--- config.mk ---
export PLATFORM = sky130hd
export DESIGN_NAME = btn_press_classifier
export DESIGN_NICKNAME = d
export VERILOG_FILES = /design/src/rtl/btn_press_classifier.sv
export SDC_FILE = /design/constraint.sdc
export NUM_CORES = 1
export LEC_CHECK = 0
export CAP_MARGIN = 25
export CORE_UTILIZATION = 35
export DETAILED_ROUTE_END_ITERATION = 6
export GPL_TIMING_DRIVEN = 0
export PLACE_DENSITY = 0.56
export SYNTH_ARGS = -nofsm -noshare
export SYNTH_HDL_FRONTEND = slang
export SYNTH_SLANG_ARGS = --single-unit
--- constraint.sdc ---
create_clock -name clk_i -period 1.7 [get_ports clk_i]
set_clock_uncertainty 0.15 [all_clocks]
set_input_delay 0.34 -clock clk_i [delete_from_list [all_inputs] [get_ports clk_i]]
set_output_delay 0.34 -clock clk_i [all_outputs]
set_load 0.02 [all_outputs]
--- src/rtl/btn_press_classifier.sv ---
// btn_press_classifier
// Turns the debouncer's one-cycle press/release pulses into short-press,
// double-click, long-press and auto-repeat event pulses, plus a hold level
// that stays high while a long press is in progress.
module btn_press_classifier #(
    parameter int          CNT_WIDTH   = 16,
    parameter logic [15:0] LONG_CYCLES = 16'd50000,
    parameter logic [15:0] GAP_CYCLES  = 16'd20000,
    parameter logic [15:0] REP_CYCLES  = 16'd10000
) (
    input  logic clk_i,
    input  logic rst_i,
    input  logic press_i,
    input  logic release_i,
    output logic short_o,
    output logic double_o,
    output logic long_o,
    output logic rep_o,
    output logic hold_o
);

    typedef enum logic [2:0] {
        IDLE,
        PRESSED,
        WAIT_GAP,
        SECOND,
        LONG_HELD
    } state_t;

    // Terminal counts: the timeout fires on the edge where cnt equals N-1.
    localparam logic [CNT_WIDTH-1:0] LONG_LAST = CNT_WIDTH'(LONG_CYCLES - 16'd1);
    localparam logic [CNT_WIDTH-1:0] GAP_LAST  = CNT_WIDTH'(GAP_CYCLES - 16'd1);
    localparam logic [CNT_WIDTH-1:0] REP_LAST  = CNT_WIDTH'(REP_CYCLES - 16'd1);
    localparam logic [CNT_WIDTH-1:0] CNT_ONE   = CNT_WIDTH'(1);

    state_t               state_q, state_d;
    logic [CNT_WIDTH-1:0] cnt_q, cnt_d;
    logic                 short_d, double_d, long_d, rep_d, hold_d;
    logic                 press_ev, release_ev;

    // A press and release arriving together cancel out and count as nothing.
    assign press_ev   = press_i & ~release_i;
    assign release_ev = release_i & ~press_i;

    // State, counter and registered event outputs.
    always_ff @(posedge clk_i or posedge rst_i) begin
        if (rst_i) begin
            state_q  <= IDLE;
            cnt_q    <= '0;
            short_o  <= 1'b0;
            double_o <= 1'b0;
            long_o   <= 1'b0;
            rep_o    <= 1'b0;
            hold_o   <= 1'b0;
        end else begin
            state_q  <= state_d;
            cnt_q    <= cnt_d;
            short_o  <= short_d;
            double_o <= double_d;
            long_o   <= long_d;
            rep_o    <= rep_d;
            hold_o   <= hold_d;
        end
    end

    // Next-state and event decode; exit events take priority over timeouts.
    always_comb begin
        state_d  = state_q;
        cnt_d    = cnt_q;
        short_d  = 1'b0;
        double_d = 1'b0;
        long_d   = 1'b0;
        rep_d    = 1'b0;

        case (state_q)
            IDLE: begin
                cnt_d = '0;
                if (press_ev) begin
                    state_d = PRESSED;
                end
            end
            PRESSED: begin
                if (release_ev) begin
                    state_d = WAIT_GAP;
                    cnt_d   = '0;
                end else if (cnt_q == LONG_LAST) begin
                    state_d = LONG_HELD;
                    cnt_d   = '0;
                    long_d  = 1'b1;
                end else begin
                    cnt_d = cnt_q + CNT_ONE;
                end
            end
            WAIT_GAP: begin
                if (press_ev) begin
                    state_d = SECOND;
                    cnt_d   = '0;
                end else if (cnt_q == GAP_LAST) begin
                    state_d = IDLE;
                    cnt_d   = '0;
                    short_d = 1'b1;
                end else begin
                    cnt_d = cnt_q + CNT_ONE;
                end
            end
            SECOND: begin
                cnt_d = '0;
                if (release_ev) begin
                    state_d  = IDLE;
                    double_d = 1'b1;
                end
            end
            LONG_HELD: begin
                if (release_ev) begin
                    state_d = IDLE;
                    cnt_d   = '0;
                end else if (cnt_q == REP_LAST) begin
                    cnt_d = '0;
                    rep_d = 1'b1;
                end else begin
                    cnt_d = cnt_q + CNT_ONE;
                end
            end
            default: begin
                state_d = IDLE;
                cnt_d   = '0;
            end
        endcase

        hold_d = (state_d == LONG_HELD);
    end

endmodule

======== After elaboration in Yosys (flattened, before gate mapping) ========
Index checks and enable logic that the tools add are counted.
storage, ports and cells
  bits in registers ....................... 24
  output and inout bits ................... 5
  word-level logic and storage cells ...... 47
  input bits .............................. 4
operators by class
  add/subtract/negate cells ............... 1
  equal/unequal tests ..................... 8
  bitwise gates (word level) .............. 4
  multiplexer cells ....................... 25
  reductions and logical operators ........ 2
operators with widths
  kind                                              number
  two-way mux 16 bit                                6
  one-hot mux 16 bit (3 select lines)               1
  two-way mux 3 bit                                 6
  adder 16 x 1 -> 16 bit (second input constant)    1
  == test 16 x 14 -> 1 bit (second input constant)  1
  == test 16 x 15 -> 1 bit (second input constant)  1
  == test 16 bit (second input constant)            1
  one-hot mux 3 bit (4 select lines)                1
  two-way mux 1 bit                                 11
  == test 3 x 2 -> 1 bit (second input constant)    2
  == test 3 bit (second input constant)             2
  == test 3 x 1 -> 1 bit (second input constant)    1
  zero test 3 bit                                   1
  bitwise AND 1 bit                                 2
  NOT 1 bit                                         2
  OR reduction 2 bit                                1

======== Logic depth before layout (Yosys ltp) ========
  depth after elaboration ................. 5
  gate-level depth with buffers ........... 7

======== Worst setup path after synthesis ========
OpenSTA, ideal clock, no wires.
  path type ............................... flip-flop to flip-flop
  start ................................... register cnt_q[0]
  end ..................................... register cnt_q[0]
  setup time .............................. 0.127 ns
  data arrival time ....................... 1.499 ns
  buffers on the path ..................... 2
  stages on the path, launching flop included .. 8
  period minus slack after synthesis ...... 1.775 ns
  data required time ...................... 1.423 ns
  slack ................................... -0.075 ns
  cells stage by stage .................... dfrtp_1 -> ha_1 -> and4_1 -> buf_4 -> nand4_1 -> nand2_2 -> buf_2 -> a21oi_2
on the way
  cells in the longest elaborated chain, start to end .. 4
RTL lines
  item                                                  RTL line      source
  start: declaration                                    37            logic [CNT_WIDTH-1:0] cnt_q, cnt_d;
  start signal: assignment                              57            cnt_q <= cnt_d;
  adder 16 x 1 -> 16 bit, or another cell as far along  91, 103, 121
  two-way mux 16 bit (on tied branches)                 117, 86, 98
  two-way mux 16 bit (on tied branches)                 114, 83, 95
  one-hot mux 16 bit (3 select lines) *                 75            case (state_q)
  net cnt_d[0]                                          37
The timed path passes the listed nets; every way through them passes the cells marked *.

======== Final worst setup path ========
  start ................................... input release_i
  end ..................................... register cnt_q[10]
on the way
  cells in the longest elaborated chain, start to end .. 4
RTL lines
  item                                   RTL line  source
  start: declaration                     14        input logic release_i,
  NOT 1 bit                              42        assign press_ev = press_i & ~release_i;
  bitwise AND 1 bit                      42
  two-way mux 16 bit                     95        if (press_ev) begin
  one-hot mux 16 bit (3 select lines) *  75
  net cnt_d[10]                          37
Marks and branches as above.

==> results.tsv <==
metric	value	unit
place.gp.congestion	0.812	
synth_flop_cell	dfrtp_1	
die_h	63.4	um
synth_warnings	0	
critPathCaptureType	flop	
routedWlPerCell	13.6	um
drt_iter0_markers	52	
antenna_found_initial	0	
routed_wl	2590	um
fp.coreArea	0.00347	sq mm
maxCapViolations	0	
cp-startpoint	release_i	
r2r_slack	-60	ps
cp-endpoint	cnt_q[10]	
slew_violations	0	
die_x	63.4	um
io-pin-count	9	
drtAntennaViolNets	0	
run_status	finished with violations	
num-fill-cells	325	
fin_hold_ws	385	ps
worst-path-stages	6	
setup_viol	18	
ys_ff_latch	24	
clock_latency	270	ps
cts.htree.levels	1	
insertedDiodeCount	0	
p_per_area	872	mW/mm^2
worstHoldPathType	reg2reg	
violations	negative setup slack	
synth.area.mux_share	0	%
grt_pass1_wl	4660	um
dp.cells	173	
worstPathCellList	clkdlybuf4s50_1, nor2b_2, nor3_1, a22oi_4, buf_8, a21oi_2	
grt_start_max_net_pins	25	
cts-root-buf	clkbuf_8	
fmax	0.566	GHz
cts_sinks	24	
yosysSeqAreaShare	45.5	%
track_usage	14.8	%
final_cells	190	
ys_types	39	
cp_data_required_time	1710	ps
synth_xor_xnor_area_share	8.63	%
tritoncts	yes	
synth_cells	119	
grt_overflow	0	
reg2reg_from	cnt_q[0]	
rsz0062_at_grt	true	
syn_avg_cell_area	11.1	sq um
crit_arrival	1780	ps
drc	0	
die_area	0.00402	sq mm
vias	979	
clock_path_buffers	2	
cts.reportedPaths.clkPinSlew	90	ps
cp-start-kind	input port	
dp_hpwl	1740	um
total_power	1.47	mW
critical_path_class	in2reg	
ir_drop	0.000411	V
synth-async-reset-ratio	100	%
drive_gt1_share	33.3	%
rows	21	
grt_pass1_vias	990	
synth-adder-area-share	0.948	%
worstMarginPinSlew	882	ps
synth_edf_count	0	
port_buffers	8	
setup_ws	-66.6	ps
synth-compound-area-share	13.6	%
slowest_delay	490	ps
fin_crit_sh	104	%
crit_family	buffers and inverters	
reg2reg_to	cnt_q[10]	
synth_nets	124	
fin_crit	1770	ps
relSlewSlack	41.1	%
r2r_cells	6	
firstDrtPassIters	2	
netlist_area	0.00132	sq mm
worstPathMaxFanout	10	
routed_via_density	5.15	
initial_core_util	38.1	%
hold_viol_final	0	
synth_top_family_by_area	simple AND/OR/NAND/NOR gates	
area_delta_synth_final	28.2	%
slowest_stage	clkdlybuf4s50_1	
cts_made_buffers	3	
yosys.area_share.simple	27.1	%
nets	150	
p_leak	0.759	nW
path_buf_inv	2	
flip-flops by register name, summed over array words and instances (netlist names):
register,flops
rep_o,1
double_o,1
state_q,3
long_o,1
short_o,1
hold_o,1
cnt_q,16
metrics by stage:
step,utilization (%),setup WS (ps),instance area [sq um],TNS (ps)
detailed placement,42.4,-539,1470,-8200
floorplan,-,0.544,1330,0
CTS,48.3,-79.1,1680,-1110
global placement,42.4,-517,1470,-7860
finish,48.8,-66.6,1690,-902
global route,48.8,-153,1690,-2430
area by class of cell:
cell class	count	area, sq um	share of cell area [%]
Multi-Input combinational cell	87	703	41.6
Sequential cell	24	603	35.7
Timing Repair Buffer	22	201	11.9
Tap cell	46	57.6	3.40
Buffer	5	47.5	2.81
Clock buffer	3	41.3	2.44
Clock inverter	1	30.0	1.78
Inverter	2	7.51	0.444
repair_timing:
| item | 4_1_cts | 5_1_grt |
|---|---|---|
| endpoints found under the setup margin | 17 | 24 |
| pin swaps | 7 | 5 |
| setup buffers | 12 | 2 |
| gates resized for setup | 11 | 5 |
| hold endpoints to repair | 0 | 0 |
| hold buffers | 0 | 0 |
cell families after synthesis:
kind of cell    Yosys count
simple gates             51
buf+inv                   8
fa+ha+maj                 1
xor+xnor                 13
flops                    24
compound gates           22
cells in the final DEF (no fill, tap or decap), drive strengths merged:
cell type      count
a21boi             1
or3                1
buf               19
and3               2
nor3               5
xor2               6
o41ai              1
a31oi              1
nor3b              1
xnor2              7
and4b              2
bufinv             1
a22oi              2
o211ai             2
inv                2
a21oi             15
nand3              4
clkdlybuf4s50      3
dfrtp             24
and4               3
or2                2
nand2              6
or3b               1
nand2b             4
nor4               6
nor2b              2
dlymetal6s2s       5
nor4b              4
ha                 1
nand4              6
nor2               2
clkbuf             3
worst min path at each step:
stage               startpoint         end  slack (ps)  depth (start not counted)
global placement      cnt_q[0]    cnt_q[0]         310                          1
finish              state_q[2]  state_q[0]         390                          1
detailed placement    cnt_q[0]    cnt_q[0]         300                          1
global route        state_q[2]  state_q[0]         400                          1
CTS                 state_q[2]  state_q[1]         380                          1
floorplan                rst_i    cnt_q[0]         200                          1
synthesized netlist by cell type (3+ instances only):
library cell	count	area, sq um
nor4_1	5	31.3
nand2b_1	4	25.0
buf_2	3	15.0
xor2_1	6	52.6
nor3_1	4	20.0
xnor2_1	7	61.3
a21oi_1	5	25.0
nand2_1	5	18.8
nand3_1	4	20.0
dfrtp_1	24	601
and4_1	3	26.3
a21oi_2	10	87.6
nand4_1	5	31.3
worst register-to-register path, cell delays in order, from the launching register on:
cell and delay (ps):
dfrtp_1 390, ha_2 200, and3_2 250, nand4_4 140, a22oi_4 280, buf_8 190
a21oi_2 70
power by group:
group          switching [mW]  internal, mW
logic                   0.197         0.150
clock network           0.183         0.315
registers              0.0208         0.608
metal layers:
metal  routed length, um  global-route usage, %  up-vias
met2                1310                   25.5       12
met1                1180                   18.2      476
li1                    -                      -      487
met4                  33                   5.11        0
met5                   0                      0        -
met3                  71                   2.90        4
Note: power is estimated with default switching activity, not from simulation.
